<file path="src/rtl/inst_fetch_queue.sv">
// inst_fetch_queue: PC+4 instruction fetch into a 2^IQ_ADDR_W entry issue queue; define ICACHE_EN to add a direct-mapped icache
module inst_fetch_queue #(
  parameter logic [31:0] RESET_PC  = 32'h0,
  parameter int          IQ_ADDR_W = 4
`ifdef ICACHE_EN
  , parameter int        ICACHE_IDX_W = 8
`endif
) (
  input  logic        clk,
  input  logic        rst,
  input  logic        rdy_in,
  output logic        mc_request_out,
  output logic [31:0] mc_addr_out,
  input  logic        mc_valid_in,
  input  logic [31:0] mc_inst_in,
  input  logic        stall_in,
  input  logic        flush_in,
  input  logic [31:0] flush_pc_in,
  output logic        dec_issue_signal_out,
  output logic [31:0] dec_inst_out,
  output logic [31:0] dec_pc_out
);
  localparam int DEPTH = 1 << IQ_ADDR_W;
  localparam int CNT_W = IQ_ADDR_W + 1;
  typedef enum logic {IDLE, WAIT_MEM} state_t;
  state_t               state_q, state_d;
  logic [31:0]          pc_q, pc_d;
  logic [IQ_ADDR_W-1:0] head_q, head_d, tail_q, tail_d;
  logic [CNT_W-1:0]     count_q, count_d;
  logic                 discard_q, discard_d;
  logic                 req_d;
  logic [31:0]          addr_d;
  logic [31:0]          iq_pc_q [DEPTH];
  logic [31:0]          iq_inst_q [DEPTH];
  logic                 pop, mem_ret, room, fill, hit, push, launch;
  logic [31:0]          hit_inst, push_inst;
  // one slot stays reserved for the word of an outstanding request, so a launch needs two free slots
  assign room      = count_q < CNT_W'(DEPTH - 1);
  assign pop       = (count_q != '0) && !stall_in && !flush_in;
  assign mem_ret   = (state_q == WAIT_MEM) && mc_valid_in;
  assign fill      = mem_ret && !discard_q && !flush_in;
  assign push      = fill || (hit && room && !flush_in);
  assign launch    = (state_q == IDLE) && room && !flush_in && !hit;
  assign push_inst = fill ? mc_inst_in : hit_inst;
`ifdef ICACHE_EN
  localparam int LINES = 1 << ICACHE_IDX_W;
  localparam int TAG_W = 30 - ICACHE_IDX_W;
  logic [LINES-1:0]        ic_valid_q;
  logic [TAG_W-1:0]        ic_tag_q [LINES];
  logic [31:0]             ic_data_q [LINES];
  logic [ICACHE_IDX_W-1:0] ic_idx;
  assign ic_idx   = pc_q[ICACHE_IDX_W+1:2];
  assign hit      = (state_q == IDLE) && ic_valid_q[ic_idx] && (ic_tag_q[ic_idx] == pc_q[31:ICACHE_IDX_W+2]);
  assign hit_inst = ic_data_q[ic_idx];
  // line valid bits: set on a memory fill, never cleared by a flush
  always_ff @(posedge clk or negedge rst) begin
    if (!rst) ic_valid_q <= '0;
    else if (rdy_in && fill) ic_valid_q[ic_idx] <= 1'b1;
  end
  // line tag and data written alongside the valid bit
  always_ff @(posedge clk) begin
    if (rst && rdy_in && fill) begin
      ic_tag_q[ic_idx]  <= pc_q[31:ICACHE_IDX_W+2];
      ic_data_q[ic_idx] <= mc_inst_in;
    end
  end
`else
  assign hit      = 1'b0;
  assign hit_inst = '0;
`endif
  // next state; flush empties the queue, redirects pc and suppresses any push or pop
  always_comb begin
    state_d   = mem_ret ? IDLE : launch ? WAIT_MEM : state_q;
    discard_d = mem_ret ? 1'b0 : (flush_in && state_q == WAIT_MEM) ? 1'b1 : discard_q;
    pc_d      = flush_in ? flush_pc_in : push ? pc_q + 32'd4 : pc_q;
    count_d   = flush_in ? '0 : count_q + CNT_W'(push) - CNT_W'(pop);
    head_d    = flush_in ? tail_q : head_q + IQ_ADDR_W'(pop);
    tail_d    = tail_q + IQ_ADDR_W'(push);
    req_d     = launch ? 1'b1 : mem_ret ? 1'b0 : mc_request_out;
    addr_d    = launch ? pc_q : mc_addr_out;
  end
  // control state and registered outputs, frozen while rdy_in is low
  always_ff @(posedge clk or negedge rst) begin
    if (!rst) begin
      state_q              <= IDLE;
      pc_q                 <= RESET_PC;
      head_q               <= '0;
      tail_q               <= '0;
      count_q              <= '0;
      discard_q            <= 1'b0;
      mc_request_out       <= 1'b0;
      mc_addr_out          <= '0;
      dec_issue_signal_out <= 1'b0;
      dec_inst_out         <= '0;
      dec_pc_out           <= '0;
    end else if (rdy_in) begin
      state_q              <= state_d;
      pc_q                 <= pc_d;
      head_q               <= head_d;
      tail_q               <= tail_d;
      count_q              <= count_d;
      discard_q            <= discard_d;
      mc_request_out       <= req_d;
      mc_addr_out          <= addr_d;
      dec_issue_signal_out <= pop;
      if (pop) begin
        dec_inst_out <= iq_inst_q[head_q];
        dec_pc_out   <= iq_pc_q[head_q];
      end
    end
  end
  // queue storage, written at the tail on push
  always_ff @(posedge clk) begin
    if (rst && rdy_in && push) begin
      iq_pc_q[tail_q]   <= pc_q;
      iq_inst_q[tail_q] <= push_inst;
    end
  end
endmodule

</file>
<file path="config.mk">
export PLATFORM = sky130hd
export DESIGN_NAME = inst_fetch_queue
export DESIGN_NICKNAME = d
export VERILOG_FILES = /design/src/rtl/inst_fetch_queue.sv
export SDC_FILE = /design/constraint.sdc
export NUM_CORES = 1
export LEC_CHECK = 0
export BUFFER_PORTS_ARGS = -buffer_cell sky130_fd_sc_hd__buf_2
export CORE_MARGIN = 2
export CORE_UTILIZATION = 50
export CTS_BUF_LIST = sky130_fd_sc_hd__clkbuf_16
export DETAILED_ROUTE_END_ITERATION = 8
export MAX_ROUTING_LAYER = met4
export PLACE_DENSITY_LB_ADDON = 0.1
export SYNTH_ARGS = -nofsm -noshare
export SYNTH_HDL_FRONTEND = slang
export SYNTH_SLANG_ARGS = --single-unit
</file>
<file path="constraint.sdc">
create_clock -name clk -period 14.1 [get_ports clk]
set_input_delay 0.705 -clock clk [delete_from_list [all_inputs] [get_ports clk]]
set_output_delay 0.705 -clock clk [all_outputs]
set_load 0.02 [all_outputs]
</file>
==> Word-level counts from Yosys, hierarchy flattened <==
Memory sizes are Yosys's and may differ from the RTL's. A register that Yosys moved wholly into a read port is not among the register bits.
Cells that the tools add are included.
{ "classes": {"n_bitwise": 1, "n_lt_le_gt_ge": 1, "addsub": 5, "n_reduce_logical": 24, "n_mux": 13} }
{ "ops": {"columns": ["op", "n"], "rows": [
  ["two-way mux 32 bit", 3],
  ["adder 32 x 3 -> 32 bit, second input constant", 1],
  ["logical AND 1 bit", 10],
  ["AND reduction 2 bit", 5],
  ["adder 4 x 1 -> 4 bit", 2],
  ["two-way mux 1 bit", 8],
  ["nonzero test 2 bit", 3],
  ["adder 5 x 1 -> 5 bit", 1],
  ["logical NOT 1 bit", 5],
  ["less-than comparator 5 x 4 -> 1 bit, second input constant", 1],
  ["two-way mux 5 bit", 1],
  ["nonzero test 5 bit", 1],
  ["subtractor 5 x 1 -> 5 bit", 1],
  ["two-way mux 4 bit", 1],
  ["inverter 1 bit", 1]
]} }
{ "word_totals": {"input_bits": 70, "reg_bits": 81, "ram_bits": 1024, "mem_count": 2} }
{ "mem_list": {"columns": ["memory", "words", "word_bits", "read_ports", "rd_clocked_by_memory_dff", "write_ports", "line_no", "rtl"], "rows": [
  ["iq_inst_q", 16, 32, 1, 1, 1, "34", "logic [31:0] iq_inst_q [DEPTH];"],
  ["iq_pc_q", 16, 32, 1, 1, 1, "33", "logic [31:0] iq_pc_q [DEPTH];"]
]} }

==> Longest topological paths before layout <==
{ "logic_depth": {"word_depth": 6, "ltp_mapped": 15, "ltp_nobuf": 14} }

==> Worst setup path after synthesis <==
OpenSTA, ideal clock, no wires.
{ "synth_path": {"path_kind": "input port to flip-flop", "start": "input port flush_in", "end": "memory iq_inst_q[0][0], enable pin", "path_stages": 6, "t_arrival_ns": 6.113, "setup_slack_ns": 7.422, "required_ns": 13.535, "path_buffers": 2, "path_cell_list": "buf_2 and4bb_2 buf_2 nand3_1 or3_1 nor3_1"} }
{ "synth_between": {"elab_chain_cells": 5} }
{ "synth_rtl": {"columns": ["item", "line_no", "rtl"], "rows": [
  ["from (decl)", "17", "input logic flush_in,"],
  ["logical NOT 1 bit", "41", "assign fill = mem_ret && !discard_q && !flush_in;"],
  ["logical AND 1 bit", "41", null],
  ["logical AND 1 bit", "114", "if (rst && rdy_in && push) begin"],
  ["two-way mux 1 bit", "114", null],
  ["two-way mux 1 bit (implied by the code)", "116", "iq_inst_q[tail_q] <= push_inst;"],
  ["to (decl)", "34", null]
]} }
No other way between the ends.

==> key figures <==
Status
  • Outcome: finished, final reports clean

Power
  • Reported leakage power: 16.9 nW
  • Sw power: 2.45 mW
  • Combinational Power Share: 0.174
  • Clock power frac: 0.341
  • Sequential share of power: 0.485
  • Total power: 8.89 mW
  • Cell Pwr Density: 174 mW/mm²
  • Sw frac: 0.275
  • Worst supply voltage drop on vdd: 0.103 mV
  • Total internal power: 6.44 mW

Floorplan
  • Area enclosed by the die boundary: 0.0926 mm²
  • Die outline height: 304 µm
  • Row cnt: 110
  • Core area: 0.0897 mm²
  • Starting utilization of the core area: 0.502
  • Die span in x: 304 µm
  • Ports: 168

Route
  • Avg Vias per Cell: 6.21
  • Starting DRT DRC Count: 2333
  • Detailed Routing Iterations Pass 1: 5
  • Average wire per standard cell: 30.1 µm
  • Count of vias placed by the detailed router: 22600
  • Antenna Nets Post-Route: 0
  • DRC errors left: 0
  • Wirelength, routed: 109 mm

Setup path
  • Data arrival, critical path: 4.56 ns
  • Register-to-register setup slack: 10.04 ns
  • Number of gates on the worst path with buffers counted: 6
  • Critical Path End Type: register
  • Worst R2R Path Depth: 6
  • Reg2reg start: head_q[2]$_DFFE_PN0P_
  • Crit start category: register
  • Maximum fanout count along the critical path: 49
  • Largest delay contributor family on the critical path: buffers and inverters
  • Biggest cell delay along the critical path: 0.92 ns
  • Buffers plus inverters on the worst setup path: 2
  • Worst reg2reg path endpoint: dec_inst_out[23]$_DFFE_PN0P_
  • Worst setup path endpoint: dec_inst_out[23]$_DFFE_PN0P_
  • Launch point of the critical path: head_q[2]$_DFFE_PN0P_
  • Cell with the biggest individual delay on the critical path: dfrtp_4
  • Critical path's most frequent cell: buf_4
  • Worst setup path category: reg2reg
  • Critical Path RT: 14.60 ns
  • Crit-path cells: buf_4, buf_4, mux4_2, mux2_2, o22ai_1, a21oi_1

Timing
  • Worst Skew: 0.0305 ns
  • Total count of max-transition violations in the final report: 0
  • Worst setup slack after layout: 10.04 ns
  • Post-route clock period utilization: 0.288
  • Fmax: 246 MHz
  • Final count of hold timing violations: 0
  • Slew at the pin closest to its max-slew limit: 1.32 ns
  • Endpoints failing setup: 0
  • Min cycle time layout: 4.06 ns
  • Worst max-slew margin expressed relative to the limit: 0.122
  • RSZ-0062 raised after global routing: no
  • Total negative setup slack: 0 ns

Clock tree
  • Clock transition at the register clock pins on the worst setup and hold paths after CTS: 0.06 ns
  • Maximum root-to-sink buffer count: 3
  • Root buffer selected by CTS: clkbuf_16
  • Number of post-CTS setup repair buffers: 0
  • Clock sinks: 1169
  • CTS buffer count: 118
  • Clock tree from TritonCTS: done
  • H-tree lvl count: 3
  • Clock latency reported for the late side of the worst-skew pair: 0.69 ns

Finish
  • Filler Cells Inserted: 6664
  • Area added between synthesis and finish: 13.0%
  • Final core occ: 0.568
  • Cell area after layout: 0.0509 mm²
  • Layout Nets: 2439
  • Layout cell share with drive strength beyond 1: 0.308
  • Antenna cells: 0

Placed design
  • Detailed Place HPWL: 58.1 mm
  • Count of input and output buffers: 167
  • Last weighted congestion value of the routability-driven placer: 0.768
  • Placement-stage cell area: 0.0472 mm²
  • Pre-CTS setup slack: 9.68 ns

Logic synthesis
  • Gate Count Post-Synth: 2153
  • Post-synth top area cell: edfxtp_1
  • Share of the synthesized area in the top cell type: 0.682
  • Most used flip-flop cell after synthesis: edfxtp_1
  • Flop and latch count out of synthesis: 1169
  • Number of synthesized flops with an enable pin: 1024
  • Post-synthesis sequential area ratio: 0.763
  • Synth area leaders: edfxtp_1 68%, mux4_2 13%, dfrtp_1 8.1%
  • Syn. warnings: 0
  • Mean post-synth cell area: 20.9 µm²
  • FFs w/ async S/R, synth: 0.124
  • Synthesized net count: 2237
  • Distinct cell type count of the synthesized netlist: 59
  • Cell area after technology mapping: 0.0451 mm²

Global route
  • Largest net degree at the start of global routing: 69
  • Vias in the first global route: 23500
  • First-pass GRT wire length: 161 mm
  • Number of antenna violations at the first check in global routing: 6
  • GRT Util Overall: 0.246
  • Final global-route overflow total: 0

Run
  • Max_cap viols: 0

Worst hold path
  • Min-delay worst type: in2reg
==> area by class of cell <==
| cell class | count | area (µm²) | area share |
|---|---|---|---|
| Inverter | 13 | 48.8 | 0.000958 |
| Multi-Input combinational cell | 842 | 10100 | 0.198 |
| Clock inverter | 101 | 727 | 0.0143 |
| Clock buffer | 121 | 3030 | 0.0594 |
| Tap cell | 1176 | 1470 | 0.0289 |
| Sequential cell | 1169 | 34400 | 0.675 |
| Timing Repair Buffer | 211 | 1180 | 0.0231 |
==> synthesized netlist by cell type, types with 18 or more instances <==
library cell	instances
a21oi_1	97
and2_1	32
buf_2	48
clkbuf_1	49
dfrtp_1	145
edfxtp_1	1024
mux2_2	97
mux2i_1	18
mux4_2	256
nand2_1	28
nor2_1	32
o22ai_1	147
==> registers in the layout (all words and copies together), names as in the netlist <==
name                  cells
state_q                   1
count_q                   5
discard_q                 1
dec_pc_out               32
tail_q                    4
mc_request_out            1
head_q                    4
iq_pc_q                 512
mc_addr_out              32
dec_inst_out             32
pc_q                     32
iq_inst_q               512
dec_issue_signal_out      1
==> per-layer routing <==
| metal | GRT usage | wire length (µm) |
|---|---|---|
| met3 | 0.0408 | 8120 |
| met5 | - | 0 |
| met4 | 0.0601 | 2020 |
| met1 | 0.346 | 46200 |
| met2 | 0.381 | 52900 |
==> worst min-delay path by stage <==
stage                                          start                          to  slack (ns)  cells after the start
after global routing                 flush_pc_in[31]        pc_q[31]$_DFFE_PN0P_        0.24                      2
after CTS                            flush_pc_in[31]        pc_q[31]$_DFFE_PN0P_        0.21                      2
after floorplan                                  rst      count_q[0]$_DFFE_PN0P_        0.41                      0
after global placement    mc_request_out$_DFFE_PN0P_  mc_request_out$_DFFE_PN0P_        0.47                      2
after detailed placement  mc_request_out$_DFFE_PN0P_  mc_request_out$_DFFE_PN0P_        0.47                      2
final                                flush_pc_in[31]        pc_q[31]$_DFFE_PN0P_        0.25                      2
==> cell families (layout without fill, tap and decap cells) <==
| family | after synthesis | count (layout) | synth area share |
|---|---|---|---|
| DFF | 1169 | 1169 | 0.763 |
| muxes | 371 | 371 | 0.156 |
| AOI/OAI and AO/OA | 275 | 275 | 0.0364 |
| and+or+nand+nor | 165 | 165 | 0.0214 |
| buffers and inverters | 142 | 446 | 0.0159 |
| xor gates and xnor gates | 17 | 17 | 0.00330 |
| adders and majority gates | 14 | 14 | 0.00405 |
==> power groups by stage <==
stage	clock network, mW	registers [mW]	logic (mW)
after floorplan	0	4.37	0.976
after global placement	0	4.38	1.54
after detailed placement	0	4.38	1.56
after CTS	3.08	4.31	1.57
after global routing	3.22	4.34	1.66
final	3.03	4.31	1.55
==> metrics by stage <==
| step | cells | hold slack [ns] |
|---|---|---|
| floorplan | 2153 | 0.409 |
| global placement | 3410 | 0.471 |
| detailed placement | 3410 | 0.470 |
| CTS | 3633 | 0.210 |
| global route | 3633 | 0.240 |
| finish | 3633 | 0.253 |
==> worst register-to-register path, delay by kind of cell (launching register included) <==
kind                   cells  cell delay [ns]
AO/OA/AOI/OAI              2             0.18
buffers and inverters      2             1.85
flip-flops                 1             0.92
multiplexers               2             0.94
==> cells in the final DEF, fill, tap and decap left out, drive strengths merged, types with 2 or more instances in the layout <==
cell type	synthesis	layout
xnor2	11	11
ha	13	13
clkinv	0	43
nor4	7	7
nor2	32	32
clkinvlp	0	2
or3	3	3
a21oi	97	97
nand2	28	28
and2	32	32
mux4	256	256
a31oi	3	3
nor3	14	14
xor2	6	6
edfxtp	1024	1024
buf	79	209
nand3	15	15
a311oi	2	2
and4	2	2
dfrtp	145	145
mux2	97	97
or2	3	3
nand4	16	16
a21o	3	3
a211oi	2	2
inv	13	57
o22ai	147	147
bufinv	0	12
o21ai	7	7
a211o	3	3
nand2b	4	4
a41o	4	4
and3	2	2
clkbuf	50	122
mux2i	18	18
==> repair_timing <==
action | CTS | global route
resized for setup | 0 | 0
hold buffers | 1 | 0
endpoints found under the hold margin | 26 | 0
Power figures use the tool's default switching activity.
